==> src/rtl/min_row_reducer_pkg.sv <==
// Shared FSM encodings and sizing helpers for the attention-row minimum reducer.
// Encodings match the ones used by the other Min-based blocks in the datapath.
package min_row_reducer_pkg;

    localparam int DEFAULT_DATA_WIDTH = 16;

    typedef enum logic [1:0] {
        ST_IDLE  = 2'd0,
        ST_ACCUM = 2'd1,
        ST_HOLD  = 2'd2
    } state_t;

    // Beat counter width; a single-beat row still needs a 1-bit counter.
    function automatic int cnt_width(input int beats);
        return (beats > 1) ? $clog2(beats) : 1;
    endfunction

endpackage

==> src/rtl/min_row_reducer_min.sv <==
// Combinational unsigned minimum over DATA_LENGTH packed elements (element 0 in the LSBs).
module min_row_reducer_min
    import min_row_reducer_pkg::*;
#(
    parameter int DATA_WIDTH  = DEFAULT_DATA_WIDTH,
    parameter int DATA_LENGTH = 8
) (
    input  logic [DATA_WIDTH*DATA_LENGTH-1:0] i_data,
    output logic [DATA_WIDTH-1:0]             o_min
);

    logic [DATA_WIDTH-1:0] w_min;

    always_comb begin
        w_min = i_data[0 +: DATA_WIDTH];
        for (int k = 1; k < DATA_LENGTH; k++) begin
            if (i_data[k*DATA_WIDTH +: DATA_WIDTH] < w_min) begin
                w_min = i_data[k*DATA_WIDTH +: DATA_WIDTH];
            end
        end
    end

    assign o_min = w_min;

endmodule

==> src/rtl/min_row_reducer.sv <==
// Streams one score row as LANES-wide beats through a small Min tree, folds the
// beat minima into a running accumulator and offers the row minimum on valid/ready.
module min_row_reducer
    import min_row_reducer_pkg::*;
#(
    parameter int DATA_WIDTH = DEFAULT_DATA_WIDTH,
    parameter int LANES      = 8,
    parameter int ROW_LEN    = 64
) (
    input  logic                        clk,
    input  logic                        rst,
    input  logic                        abort,
    input  logic                        in_valid,
    output logic                        in_ready,
    input  logic [DATA_WIDTH*LANES-1:0] in_data,
    output logic                        out_valid,
    input  logic                        out_ready,
    output logic [DATA_WIDTH-1:0]       out_data,
    output logic                        busy
);

    localparam int BEATS = ROW_LEN / LANES;
    localparam int CNT_W = cnt_width(BEATS);
    localparam logic [CNT_W-1:0] LAST_CNT = CNT_W'(BEATS - 1);

    if ((ROW_LEN <= 0) || (ROW_LEN % LANES != 0)) begin : g_bad_row_len
        $fatal(1, "min_row_reducer: ROW_LEN must be a positive multiple of LANES");
    end

    state_t                r_state;
    state_t                w_state_nxt;
    logic [CNT_W-1:0]      r_beat_cnt;
    logic [DATA_WIDTH-1:0] r_acc;
    logic [DATA_WIDTH-1:0] r_out_data;
    logic [DATA_WIDTH-1:0] w_beat_min;
    logic [DATA_WIDTH-1:0] w_fold;
    logic                  w_accept;
    logic                  w_last_accum;

    min_row_reducer_min #(
        .DATA_WIDTH  (DATA_WIDTH),
        .DATA_LENGTH (LANES)
    ) u_min (
        .i_data (in_data),
        .o_min  (w_beat_min)
    );

    // Ties keep the accumulator so the held value never toggles on equal data.
    assign w_fold       = (w_beat_min < r_acc) ? w_beat_min : r_acc;
    assign w_accept     = in_valid & in_ready & ~abort;
    assign w_last_accum = (r_state == ST_ACCUM) && (r_beat_cnt == LAST_CNT);

    always_ff @(posedge clk) begin
        if (rst) begin
            r_state <= ST_IDLE;
        end else begin
            r_state <= w_state_nxt;
        end
    end

    always_comb begin
        w_state_nxt = r_state;
        in_ready    = (r_state != ST_HOLD);
        out_valid   = (r_state == ST_HOLD);
        busy        = (r_state != ST_IDLE);
        if (abort) begin
            w_state_nxt = ST_IDLE;
        end else begin
            case (r_state)
                ST_IDLE: begin
                    if (w_accept) begin
                        w_state_nxt = (BEATS == 1) ? ST_HOLD : ST_ACCUM;
                    end
                end
                ST_ACCUM: begin
                    if (w_accept && w_last_accum) begin
                        w_state_nxt = ST_HOLD;
                    end
                end
                ST_HOLD: begin
                    if (out_ready) begin
                        w_state_nxt = ST_IDLE;
                    end
                end
                default: w_state_nxt = ST_IDLE;
            endcase
        end
    end

    // Accumulator, beat counter and the registered result.
    always_ff @(posedge clk) begin
        if (rst) begin
            r_acc      <= '0;
            r_beat_cnt <= '0;
            r_out_data <= '0;
        end else if (abort) begin
            r_beat_cnt <= '0;
        end else if (w_accept) begin
            if (r_state == ST_IDLE) begin
                r_acc <= w_beat_min;
                if (BEATS == 1) begin
                    r_beat_cnt <= '0;
                    r_out_data <= w_beat_min;
                end else begin
                    r_beat_cnt <= CNT_W'(1);
                end
            end else begin
                r_acc <= w_fold;
                if (w_last_accum) begin
                    r_beat_cnt <= '0;
                    r_out_data <= w_fold;
                end else begin
                    r_beat_cnt <= r_beat_cnt + CNT_W'(1);
                end
            end
        end
    end

    assign out_data = r_out_data;

endmodule
==> config.mk <==
export PLATFORM = sky130hd
export DESIGN_NAME = min_row_reducer
export DESIGN_NICKNAME = d
export VERILOG_FILES = /design/src/rtl/min_row_reducer_pkg.sv /design/src/rtl/min_row_reducer_min.sv /design/src/rtl/min_row_reducer.sv
export SDC_FILE = /design/constraint.sdc
export NUM_CORES = 1
export LEC_CHECK = 0
export BUFFER_PORTS_ARGS = -buffer_cell sky130_fd_sc_hd__buf_2
export CORE_UTILIZATION = 60
export DETAILED_ROUTE_END_ITERATION = 8
export PLACE_DENSITY = 0.95
export SLEW_MARGIN = 20
export SYNTH_ARGS = -nofsm -noshare
export SYNTH_HDL_FRONTEND = slang
export SYNTH_SLANG_ARGS = --single-unit
==> constraint.sdc <==
create_clock -name clk -period 28.9 [get_ports clk]
set_input_delay 1.445 -clock clk [delete_from_list [all_inputs] [get_ports clk]]
set_output_delay 1.445 -clock clk [all_outputs]
set_load 0.02 [all_outputs]
* After elaboration in Yosys (flattened, before gate mapping)
Cells that the tools add are included.
** Storage, ports and cells
- Word-level logic and storage cells :: 47
- Output and inout bits :: 19
- Register bits :: 37
- Input port bits :: 133
** Operators by class
- Multiplexer cells :: 15
- Order comparisons :: 8
- Equal/unequal tests :: 7
- Bitwise logic cells :: 4
- $add $sub $neg :: 1
- Reduce and logical (&&, ||, !) cells :: 8
** Operator list (count)
- two-way mux 16 bit :: 9
- less-than comparator 16 bit :: 8
- two-way mux 2 bit :: 3
- two-way mux 3 bit :: 2
- case mux 2 bit (3 select lines) :: 1
- inequality test 2 x 1 -> 1 bit, second input constant :: 2
- inequality test 2 bit, second input constant :: 2
- AND reduction 4 bit :: 1
- adder 3 x 1 -> 3 bit, second input constant :: 1
- equality test 3 bit, second input constant :: 1
- AND reduction 3 bit :: 1
- bitwise AND 1 bit :: 2
- equality test 2 x 1 -> 1 bit, second input constant :: 1
- equality test 2 bit, second input constant :: 1
- logical AND 1 bit :: 2
- zero test 2 bit :: 1
- inverter 1 bit :: 2
- AND reduction 2 bit :: 1
- nonzero test 2 bit :: 1
- OR reduction 2 bit :: 1

* Depth between registers and ports, before layout
Gate-level depths: netlist of the first run.
- Word-level depth :: 17
- Mapped depth :: 115
- Mapped depth without buffers :: 106

* Cells and area by module
Synthesis of the first run repeated with hierarchy kept, for this count alone.
** Unflattened totals
- Cell total of the unflattened synthesis :: 843
- Area, all modules :: 6533.8 µm²
** By module, submodules not included
- min_row_reducer_min :: times used 1, seq. area each 0.0 µm², area an instance 4309.1 µm², cells an instance 597
- min_row_reducer :: times used 1, seq. area each 740.7 µm², area an instance 2224.6 µm², cells an instance 246

* Least setup slack after synthesis of the first run
Ideal clock, no wire load.
- Path type :: input to register
- From :: in in_data[6]
- To :: reg r_out_data[0], in the netlist out_data[0]
- Stages :: 112
- Required time :: 28833 ps
- Library setup time :: 67 ps
- Path slack :: 8625 ps
- Buffers on the path :: 12
- Data arrival time :: 20208 ps
- Cell sequence :: inv_1 > ha_1 > and3_1 > o311a_1 > o21ai_1 > and3_4 > buf_6 > clkbuf_1 > mux2i_1 > ha_1 > nand4_1 > nor4_1 > nand2_1 > o31ai_1 > or2_1 > buf_2 > buf_1 > nor2_1 > [76 not listed] > mux2i_1 > inv_1 > ha_1 > a21oi_1 > nor2b_1 > o21ai_0 > nand2b_1 > a21oi_1 > nor2b_1 > o21ai_0 > nand2_1 > nor4_1 > o311ai_4 > and2_4 > buf_6 > buf_6 > a211o_1 > a21oi_2
** On the way
- Longest elaborated chain between the ends :: 16
** RTL lines
- start: declaration :: RTL line min_row_reducer.sv:15 : input logic [DATA_WIDTH*LANES-1:0] in_data,
- less-than comparator 16 bit :: RTL line min_row_reducer_min.sv:17 : if (i_data[k*DATA_WIDTH +: DATA_WIDTH] < w_min) begin
- two-way mux 16 bit * :: RTL line min_row_reducer_min.sv:17
- less-than comparator 16 bit :: RTL line min_row_reducer_min.sv:17
- two-way mux 16 bit * :: RTL line min_row_reducer_min.sv:17
- less-than comparator 16 bit :: RTL line min_row_reducer_min.sv:17
- two-way mux 16 bit * :: RTL line min_row_reducer_min.sv:17
- less-than comparator 16 bit :: RTL line min_row_reducer_min.sv:17
- two-way mux 16 bit * :: RTL line min_row_reducer_min.sv:17
- less-than comparator 16 bit :: RTL line min_row_reducer_min.sv:17
- two-way mux 16 bit * :: RTL line min_row_reducer_min.sv:17
- less-than comparator 16 bit :: RTL line min_row_reducer_min.sv:17
- two-way mux 16 bit * :: RTL line min_row_reducer_min.sv:17
- less-than comparator 16 bit :: RTL line min_row_reducer_min.sv:17
- two-way mux 16 bit * :: RTL line min_row_reducer_min.sv:17
- less-than comparator 16 bit :: RTL line min_row_reducer.sv:49 : assign w_fold = (w_beat_min < r_acc) ? w_beat_min : r_acc;
- two-way mux 16 bit * :: RTL line min_row_reducer.sv:49
- end signal: assignment :: RTL line min_row_reducer.sv:103 : r_out_data <= w_beat_min;
- end signal: assignment :: RTL line min_row_reducer.sv:111 : r_out_data <= w_fold;
- end: declaration :: RTL line min_row_reducer.sv:34 : logic [DATA_WIDTH-1:0] r_out_data;
Mark *: on every way between the ends. The rest lies on a longest branch, timed or not.
A chain may end at the register's enable or synchronous reset.

* Worst setup path after layout of the first run
- From :: in in_data[6]
- To :: reg r_acc[1]
** On the way
- Longest elaborated chain between the ends :: 17
** RTL lines
- less-than comparator 16 bit :: RTL line min_row_reducer_min.sv:17
- two-way mux 16 bit * :: RTL line min_row_reducer_min.sv:17
- less-than comparator 16 bit :: RTL line min_row_reducer_min.sv:17
- two-way mux 16 bit * :: RTL line min_row_reducer_min.sv:17
- less-than comparator 16 bit :: RTL line min_row_reducer_min.sv:17
- two-way mux 16 bit * :: RTL line min_row_reducer_min.sv:17
- less-than comparator 16 bit :: RTL line min_row_reducer_min.sv:17
- two-way mux 16 bit * :: RTL line min_row_reducer_min.sv:17
- less-than comparator 16 bit :: RTL line min_row_reducer_min.sv:17
- two-way mux 16 bit * :: RTL line min_row_reducer_min.sv:17
- less-than comparator 16 bit :: RTL line min_row_reducer_min.sv:17
- two-way mux 16 bit * :: RTL line min_row_reducer_min.sv:17
- less-than comparator 16 bit :: RTL line min_row_reducer_min.sv:17
- two-way mux 16 bit * :: RTL line min_row_reducer_min.sv:17
- less-than comparator 16 bit :: RTL line min_row_reducer.sv:49
- two-way mux 16 bit :: RTL line min_row_reducer.sv:49
- two-way mux 16 bit * :: RTL line min_row_reducer.sv:99 : if (r_state == ST_IDLE) begin
- end signal: assignment :: RTL line min_row_reducer.sv:100 : r_acc <= w_beat_min;
- end signal: assignment :: RTL line min_row_reducer.sv:108 : r_acc <= w_fold;
- end: declaration :: RTL line min_row_reducer.sv:33 : logic [DATA_WIDTH-1:0] r_acc;
Marked as above.

==> parameters.txt, run 1 <==
Parameter                              Value

Worst setup path
  Worst Path Required ... 29.11 ns
  Maximum fanout encountered on the critical timing path ... 28
  Crit-path most repeated cell ... a21oi_1
  Type of the worst setup path ... in2reg
  Critical R2R Launch ... r_acc[9]
  Arrival @ worst endpoint ... 23.36 ns
  Worst-case register-to-register setup slack ... about 25 ns
  Worst setup path startpoint ... in_data[6]
  Critical Path Sink ... r_acc[1]
  Critical path endpoint category ... flop
  CP startpoint kind ... input port
  RR Endpoint ... r_acc[1]
  Crit path largest cell delay ... 0.77 ns
  Critical-path top delay cell ... or2_1
  Logic depth of the worst register-to-register path ... 16

Logic synthesis
  Cell accounting for the most synthesized area ... ha_1
  Net count after synthesis ... approximately 1100
  Flops & latches, synth ... 37
  Predominant post-synthesis flop cell ... dfxtp_1
  Mean post-synth cell area ... approximately 7.6 um2
  Number of instances in the synthesized netlist ... roughly 880
  EDFF count, synth ... 0
  Dominant cells by area after synthesis ... ha_1 21%, dfxtp_1 11%, inv_1 7.1%
  Sequential cell area fraction in the yosys report ... 0.111
  Cell variety after synth ... just over 80
  Combined area of all synthesized cells ... about 0.0067 mm2
  Post-synth top area share ... 0.211
  Fraction of registers with async set or reset after synthesis ... 0
  Warnings, synthesis ... 0

Finish
  Filler cell count ... between 800 and 900
  Number of diodes ... 0
  Layout cell share with drive strength beyond 1 ... 0.222
  Total Nets Final ... 1252
  Storage element area ... around 740 um2
  Combined area of the multi-input logic cells ... around 0.0053 mm2
  Layout overhead on the synthesized area ... 13.3%
  Final non-filler cell total ... roughly 1100

STA
  Fmax achieved ... around 0.043 GHz
  Setup ws final ... around 5.7 ns
  Part of the cycle the worst path needs ... 0.801
  Final setup violation count ... 0
  Least-Margin Pin Slew ... ~0.86 ns
  Final Critical Period ... 23.15 ns
  Setup repair after global routing missed its margin ... false
  Setup_tns ... 0 ns
  Largest clock skew in the final design ... between 0.002 and 0.0025 ns
  Max Transition Viols Final ... 0
  Worst hold margin ... 0.463 ns
  Worst rel slew slack ... 0.426
  Final Hold Violating Endpoints ... 0

CTS
  Worst-Skew Late Latency ... ~0.29 ns
  Post-CTS Hold Buffers ... 0
  Number of gates given a new drive strength after cts ... 0
  Total CTS buffers ... 5
  Worst-case clock buffer depth ... 2
  TritonCTS clock tree ... yes
  Clock Pin Slew Worst Setup and Hold Paths ... ~0.070 ns
  Clock net sink count ... 37
  Post-CTS setup buffer count ... 0
  Master cell of the clock root buffer ... clkbuf_8
  Depth of the CTS H-tree ... 2

Placed design
  # placed instances ... 1140
  Count of input and output buffers ... roughly 150
  RD Place Congestion ... a little under 1
  Detailed placer's ending HPWL ... roughly 15 mm
  Place WS ... about 5.9 ns

Pwr
  Post-layout power ... around 0.47 mW
  Power per cell area ... around 62 mW/mm2
  Worst IR drop on VDD ... approximately 0.046 mV
  Reported leakage power ... 3.84 nW

Floorplanning
  Vertical extent of the die ... 107 um
  Total die area ... between 0.01 and 0.015 mm2
  Starting Density ... 0.614
  Placeable Area ... between 0.01 and 0.015 mm2
  Die Span X ... roughly 110 um
  Number of I/O pins ... approximately 150
  Cell Rows ... 38

Worst hold path
  Worst Hold Class ... reg2reg

Detailed routing
  Wire length on met1 ... approximately 8.0 mm
  Number of nets still failing antenna checks after routing ... 0
  Top Layer Used ... met4
  Wire length on met3 ... roughly 1.1 mm
  Detailed-route DRC error count ... 0
  WL/cell ... ~16 um
  Detailed Routing Iterations Pass 1 ... 6
  Routed wire length ... about 18 mm
  Drt initial violations ... between 600 and 700
  Via density ... slightly above 6
  Total number of vias ... 7036
  Routed wire length on met2 ... 8.70 mm

Global routing
  Global route overflow ... 0
  Pin count of the biggest net entering global routing ... 42
  Antenna violations before repair ... 0
  Vias in the first global route ... 6561
  Total routing usage reported by global routing ... 0.315
  Wire length of the first global-routing pass ... 29.6 mm

Job
  Max-cap check violation count ... 0

Run status
  Run status ... complete, no violations
## final cells by class
cell class              count  area share
flip-flops and latches     37      0.0983
well taps                 140      0.0232
multi-input cells         685       0.704
inverters                 126      0.0627
repair buffers            152       0.101
clock inverters             2     0.00133
clock buffers               6     0.00963
## state kept, by name, indices dropped and copies added (netlist names)
| name | flops |
|---|---|
| out_data | 16 |
| r_acc | 16 |
| r_state | 2 |
| r_beat_cnt | 3 |
## layout by cell type, fill, tap and decap left out, drive strengths merged, types with 3 or more instances in the layout
cell     instances
o2111ai          4
ha             112
mux2            42
a21oi           59
nand3            9
and2             6
a31oi            9
o21a             4
buf            152
nand4           19
nor2            49
o221ai           4
or3b             6
nor3            17
nor4             5
inv            126
a2111oi          6
and4             6
a211oi           8
a311oi           3
o211ai          11
nand3b           9
o21ai           50
or2              6
o31ai            4
nor3b           10
a21o            20
nand2b          30
a211o            6
nand2           58
nor2b           17
dfxtp           37
a21boi           4
o22ai           15
mux2i           34
or3              3
and3             5
clkbuf           6
## worst max-delay path: cells and delay by family
kind | cells | cell delay, ns
compound gates | 43 | 10.44
mux | 5 | 1.90
fa+ha+maj | 8 | 2.10
simple gates | 35 | 6.80
buf+inv | 8 | 0.58
## cells by family (layout without fill, tap and decap cells)
logic type	count (synthesis)	count (layout)	synth area share
buf+inv	153	286	0.0922
simple gates	262	262	0.219
mux	76	76	0.122
xor+xnor	2	2	0.00263
compound gates	232	232	0.241
flops	37	37	0.111
fa+ha+maj	113	113	0.212
## synthesized netlist by cell type, types with 17 or more instances
| library cell | n |
|---|---|
| dfxtp_1 | 37 |
| nor2b_1 | 17 |
| nand2b_1 | 29 |
| nor2_1 | 49 |
| o21ai_0 | 40 |
| a21oi_1 | 56 |
| inv_1 | 126 |
| ha_1 | 112 |
| nand4_1 | 19 |
| mux2i_1 | 34 |
| nand2_1 | 58 |
| a21o_1 | 20 |
| mux2_2 | 40 |
## metal layers
layer | vias up | track usage
met5 | - | 0
met4 | 0 | 0.121
met3 | 62 | 0.0357
met2 | 296 | 0.553
met1 | 3223 | 0.394
li1 | 3455 | -
## power by group
group	switching (mW)	internal, mW	leakage (nW)
clock	0.0187	0.0167	0.0450
combinational	0.216	0.161	3.49
sequential	0.00263	0.0547	0.300
## stage by stage
| stage | cell area [um2] | utilization |
|---|---|---|
| finish | 7540 | 0.695 |
| CTS | 7530 | 0.695 |
| global route | 7540 | 0.695 |
| detailed placement | 7450 | 0.687 |
| floorplan | 6650 | - |
| global placement | 7450 | 0.687 |
## how the worst min path moves through the flow
stage / start / endpoint / slack [ns] / depth (start not counted)
2_1_floorplan: r_state[1] / r_state[0] / 0.43 / 1
3_3_place_gp: r_state[1] / r_state[0] / 0.44 / 1
3_5_place_dp: r_state[1] / r_state[0] / 0.45 / 1
4_1_cts: r_state[1] / r_state[0] / 0.46 / 1
5_1_grt: r_state[1] / r_state[0] / 0.47 / 1
6_report: r_state[1] / r_state[0] / 0.46 / 1
No activity file was read; power rests on OpenSTA's default activity.
==> inputs of run 2 (changes only) <==
Settings changed: CORE_UTILIZATION 60 to 51, PLACE_DENSITY 0.95 to 0.88.
Clock period 28.9 ns to 20 ns, I/O delays scaled along.
==> parameters.txt, run 2 (synthesized netlist as in run 1, its figures left out) <==
Parameter                              Value

Worst setup path
  Critical-path top delay cell ... o311ai_4
  Worst-case register-to-register setup slack ... ~17 ns
  Crit path largest cell delay ... around 0.42 ns
  Type of the worst setup path ... in2reg
  CP startpoint kind ... input port
  Maximum fanout encountered on the critical timing path ... 16
  Critical path endpoint category ... flop
  Worst Path Required ... slightly above 20 ns
  Crit-path most repeated cell ... a21oi_1
  Arrival @ worst endpoint ... between 15 and 20 ns

Placed design
  Detailed placer's ending HPWL ... ~16 mm
  Count of input and output buffers ... about 150
  RD Place Congestion ... 1.02
  Place WS ... -0.683 ns
  Cell area after placement ... ~0.0076 mm2

Finish
  Most frequent standard cell in the layout excluding fill and tap cells ... buf_2
  Total Nets Final ... around 1300
  Post-route standard cell area excluding fillers ... 0.00816 mm2
  Layout overhead on the synthesized area ... 22.6%
  Most frequent cells in the layout ... 151 x buf_2, 126 x inv_1, 112 x ha_1, 56 x nand2_1, 51 x a21oi_1
  Layout cell share with drive strength beyond 1 ... 0.275

Pwr
  Share of power burned in the clock network ... 0.113
  Switching Power ... just under 0.4 mW
  Net switching share of the total power ... 0.475
  Power share of the combinational group ... 0.786
  Pint ... about 0.43 mW
  Reported leakage power ... roughly 4.1 nW
  Power per cell area ... between 100 and 150 mW/mm2
  Power share of the sequential group ... 0.101
  Post-layout power ... roughly 0.83 mW
  Worst IR drop on VDD ... about 0.084 mV

CTS
  Total CTS buffers ... 5
  Clock net sink count ... 37
  Clock Pin Slew Worst Setup and Hold Paths ... 0.06 ns
  Worst-Skew Late Latency ... between 0.2 and 0.3 ns
  Worst-case clock buffer depth ... 2
  TritonCTS clock tree ... yes
  Depth of the CTS H-tree ... 2
  Master cell of the clock root buffer ... clkbuf_16

Job
  Max-cap check violation count ... 0

STA
  Worst rel slew slack ... 0.508
  Largest clock skew in the final design ... around 0.0037 ns
  Final setup violation count ... 0
  Part of the cycle the worst path needs ... 0.967
  Fmax achieved ... between 0.05 and 0.06 GHz
  Setup_tns ... 0 ns
  Final Critical Period ... roughly 19 ns
  Setup ws final ... approximately 0.66 ns
  Final Hold Violating Endpoints ... 0
  Max Transition Viols Final ... 0
  Least-Margin Pin Slew ... 0.719 ns

Floorplanning
  Cell Rows ... between 40 and 50
  Starting Density ... 0.525
  Total die area ... around 0.014 mm2
  Placeable Area ... between 0.01 and 0.015 mm2
  Die Span X ... between 100 and 150 um
  Number of I/O pins ... 152
  Vertical extent of the die ... around 120 um

Run status
  Run status ... complete, no violations

Global routing
  Total routing usage reported by global routing ... 0.275
  Pin count of the biggest net entering global routing ... between 40 and 50
  Wire length of the first global-routing pass ... 30.2 mm
  Vias in the first global route ... approximately 6600
  Global route overflow ... 0
  Antenna violations before repair ... 1

Detailed routing
  Detailed-route DRC error count ... 0
  Via density ... ~6.1
  Routed wire length ... 20.9 mm
  Detailed Routing Iterations Pass 1 ... 5
  WL/cell ... approximately 17 um
  Number of nets still failing antenna checks after routing ... 0
  Total number of vias ... approximately 7400
  Drt initial violations ... 537

Worst hold path
  Worst Hold Class ... reg2reg
==> run 2: timing repair <==
| action | CTS | global route |
|---|---|---|
| setup endpoints to repair | 32 | 32 |
| pin swaps | 1 | 11 |
| resized for setup | 4 | 54 |
| cloned | 1 | 4 |
| buffers inserted | 4 | 11 |
| endpoints found under the hold margin | 0 | 0 |
| hold buffers | 0 | 0 |
==> run 2: layout make-up <==
| type | instances | area (um2) |
|---|---|---|
| well taps | 172 | 215 |
| repair buffers | 179 | 970 |
| clock inverters | 2 | 37.5 |
| diodes | 1 | 2.50 |
| fillers | 1056 | 4510 |
| flip-flops and latches | 37 | 741 |
| multi-input cells | 690 | 5580 |
| clock buffers | 6 | 139 |
| inverters | 126 | 473 |
==> run 2: critical path, delay by kind of cell <==
kind                     cells  cell delay [ns]
buffers and inverters       14             1.56
multiplexers                 5             1.42
AND/OR/NAND/NOR             33             4.96
adder cells (fa/ha/maj)      8             2.16
AO/OA/AOI/OAI               45             8.36
==> run 2: path summary, 6_finish.rpt <==
kind,startpoint,endpoint,cells after the start
min,r_state[1],r_state[0],1
max,in_data[6],out_data[9],105
max reg2reg,r_acc[9],out_data[9],16
min reg2reg,r_state[1],r_state[0],1
==> run 2: power by group through the flow <==
stage / Combinational [mW] / Clock (mW) / Sequential, mW
2_1_floorplan: 0.423 / 0 / 0.0832
3_3_place_gp: 0.526 / 0 / 0.0840
3_5_place_dp: 0.541 / 0 / 0.0842
4_1_cts: 0.558 / 0.0925 / 0.0827
5_1_grt: 0.704 / 0.0960 / 0.0836
6_report: 0.649 / 0.0936 / 0.0830
==> run 2: per-stage QoR <==
step / util / hold slack [ns] / cells
CTS: 0.616 / 0.462 / 1197
detailed placement: 0.598 / 0.451 / 1184
finish: 0.644 / 0.470 / 1213
floorplan: - / 0.427 / 875
global placement: 0.598 / 0.450 / 1184
global route: 0.644 / 0.485 / 1213
==> run 2: layer usage <==
layer,track usage,vias to the layer above,wire (um)
li1,-,3527,-
met1,0.352,3406,8890
met2,0.482,377,9950
met3,0.0301,70,1300
met4,0.0838,0,731
met5,0,-,0
==> inputs of run 3 (changes only) <==
Settings changed: ABC_AREA from default to 1, CORE_UTILIZATION 51 to 35, PLACE_DENSITY 0.88 to 0.68, SLEW_MARGIN 20 to 0.
==> parameters.txt, run 3 <==
Parameter                              Value

Finish
  Layout cell share with drive strength beyond 1 ... 0.186
  Layout overhead on the synthesized area ... 16.4%
  Most frequent cells in the layout ... 270 x nand2_1, 151 x buf_2, 129 x inv_1, 112 x ha_1, 107 x o21ai_0
  Most frequent standard cell in the layout excluding fill and tap cells ... nand2_1
  Total Nets Final ... about 1400
  Filler cell count ... around 1800

Placed design
  Count of input and output buffers ... between 150 and 200
  RD Place Congestion ... about 0.92
  Place WS ... between 5 and 6 ns
  Detailed placer's ending HPWL ... about 14 mm

Floorplanning
  Number of I/O pins ... 152
  Starting Density ... 0.363
  Vertical extent of the die ... 134 um
  Cell Rows ... 47
  Placeable Area ... approximately 0.017 mm2
  Total die area ... approximately 0.018 mm2
  Die Span X ... about 130 um

Detailed routing
  Drt initial violations ... around 350
  Detailed-route DRC error count ... 0
  Number of nets still failing antenna checks after routing ... 0
  Detailed Routing Iterations Pass 1 ... 5
  WL/cell ... ~12 um
  Via density ... a little under 5
  Routed wire length ... 16.6 mm
  Total number of vias ... 6677

Logic synthesis
  Combined area of all synthesized cells ... approximately 0.0061 mm2
  Predominant post-synthesis flop cell ... dfxtp_1
  Flops & latches, synth ... 37
  Combinational family with the most area after synthesis ... simple AND/OR/NAND/NOR gates
  Post-synth top area share ... 0.230
  Fraction of registers with async set or reset after synthesis ... 0
  Net count after synthesis ... 1255
  Number of instances in the synthesized netlist ... between 1000 and 1500
  Synth Area in Simple Gates ... 0.328
  Cell variety after synth ... 32
  Multiplexer fraction of the synthesized cell area ... 0
  Most instantiated library cell after synthesis ... nand2_1
  Area share of fa/ha/maj cells after synthesis ... 0.230
  Cell accounting for the most synthesized area ... ha_1
  Most instantiated cells after synthesis ... 270 x nand2_1, 129 x inv_1, 112 x ha_1, 107 x o21ai_0, 87 x a21oi_1
  Fraction of the mapped netlist area in compound gates ... 0.204
  Sequential cell area fraction in the yosys report ... 0.122
  Dominant cells by area after synthesis ... ha_1 23%, nand2_1 17%, dfxtp_1 12%
  Synthesized-area fraction occupied by xor and xnor cells ... 0
  Mean post-synth cell area ... about 6.0 um2
  Warnings, synthesis ... 0
  EDFF count, synth ... 0

Pwr
  Switching Power ... between 0.4 and 0.5 mW
  Net switching share of the total power ... 0.559
  Power share of the combinational group ... 0.789
  Pint ... 0.337 mW
  Power per cell area ... roughly 110 mW/mm2
  Worst IR drop on VDD ... about 0.052 mV
  Post-layout power ... between 0.7 and 0.8 mW
  Power share of the sequential group ... 0.113
  Share of power burned in the clock network ... 0.098
  Reported leakage power ... around 3.8 nW

Run status
  Run status ... complete, no violations

STA
  Setup repair after global routing missed its margin ... false
  Final Critical Period ... 14.74 ns
  Largest clock skew in the final design ... 0.00392 ns
  Max Transition Viols Final ... 0
  Worst rel slew slack ... 0.366
  Setup_tns ... 0 ns
  Setup ws final ... approximately 5.3 ns
  Final Hold Violating Endpoints ... 0
  Part of the cycle the worst path needs ... 0.737
  Final setup violation count ... 0
  Fmax achieved ... between 0.06 and 0.07 GHz
  Least-Margin Pin Slew ... between 0.9 and 1 ns

Worst setup path
  CP startpoint kind ... input port
  Critical Path Sink ... r_acc[8]
  Worst Path Required ... ~20 ns
  Worst setup path startpoint ... in_data[9]
  Crit path largest cell delay ... approximately 0.52 ns
  RR Endpoint ... r_acc[8]
  Crit-path most repeated cell ... a21oi_1
  Critical R2R Launch ... r_acc[15]
  Critical path endpoint category ... flop
  Type of the worst setup path ... in2reg
  Critical-path top delay cell ... a211oi_1
  Worst-case register-to-register setup slack ... around 18 ns
  Logic depth of the worst register-to-register path ... 13
  Arrival @ worst endpoint ... around 15 ns
  Maximum fanout encountered on the critical timing path ... 31

CTS
  Clock Pin Slew Worst Setup and Hold Paths ... around 0.060 ns
  Worst-case clock buffer depth ... 2
  Worst-Skew Late Latency ... ~0.27 ns
  Depth of the CTS H-tree ... 2
  Post-CTS setup buffer count ... 0
  Total CTS buffers ... 5
  Clock net sink count ... 37
  Number of gates given a new drive strength after cts ... 0
  Master cell of the clock root buffer ... clkbuf_16
  TritonCTS clock tree ... yes
  Post-CTS Hold Buffers ... 0

Global routing
  Global route overflow ... 0
  Vias in the first global route ... approximately 6200
  Total routing usage reported by global routing ... 0.183
  Pin count of the biggest net entering global routing ... 35
  Wire length of the first global-routing pass ... approximately 27 mm
  Antenna violations before repair ... 5

Job
  Max-cap check violation count ... 0

Worst hold path
  Worst Hold Class ... reg2reg
-- run 3: how the worst min path moves through the flow --
stage                       start            end  depth (start not counted)
floorplan           r_beat_cnt[1]  r_beat_cnt[1]                          2
global placement    r_beat_cnt[1]  r_beat_cnt[1]                          2
detailed placement  r_beat_cnt[1]  r_beat_cnt[1]                          2
CTS                 r_beat_cnt[1]  r_beat_cnt[1]                          2
global route        r_beat_cnt[1]  r_beat_cnt[1]                          2
finish              r_beat_cnt[1]  r_beat_cnt[1]                          2
-- run 3: power by group through the flow --
stage	clock (mW)	sequential [mW]	combinational (mW)
final	0.0747	0.0865	0.603
after CTS	0.0759	0.0863	0.604
after global routing	0.0802	0.0871	0.700
after detailed placement	0	0.0878	0.601
after floorplan	0	0.0862	0.481
after global placement	0	0.0878	0.589
-- run 3: cell families after synthesis --
logic type	count (synthesis)
and+or+nand+nor	457
AOI/OAI and AO/OA	232
buffers and inverters	172
adders and majority gates	112
DFF	37
-- run 3: layer usage --
layer  share of wire  track usage
met5          0.0013            0
met1            0.45        0.218
met3           0.060       0.0359
met4           0.019       0.0442
met2            0.48        0.335
-- run 3: critical path: cells and delay by family --
kind	cells	cell delay (ns)
AOI/OAI and AO/OA	30	6.45
and+or+nand+nor	22	3.82
adders and majority gates	8	2.49
buffers and inverters	8	1.03
-- run 3: stage by stage --
stage	util	instance area (um2)	hold slack, ns	std cells
6_report	0.422	7080	0.468	1357
5_1_grt	0.422	7080	0.506	1357
4_1_cts	0.422	7080	0.471	1355
3_5_place_dp	0.414	6940	0.464	1347
3_3_place_gp	0.414	6940	0.460	1347
2_1_floorplan	-	6080	0.443	1010
-- run 3: final cells by class --
class                   count  area [um2]  area share
multi-input cells         801        4640       0.655
repair buffers            154         778       0.110
flip-flops and latches     37         741       0.105
inverters                 135         507      0.0716
well taps                 220         275      0.0389
clock buffers               6         129      0.0182
clock inverters             2        10.0     0.00141
diodes                      2        5.00    0.000707
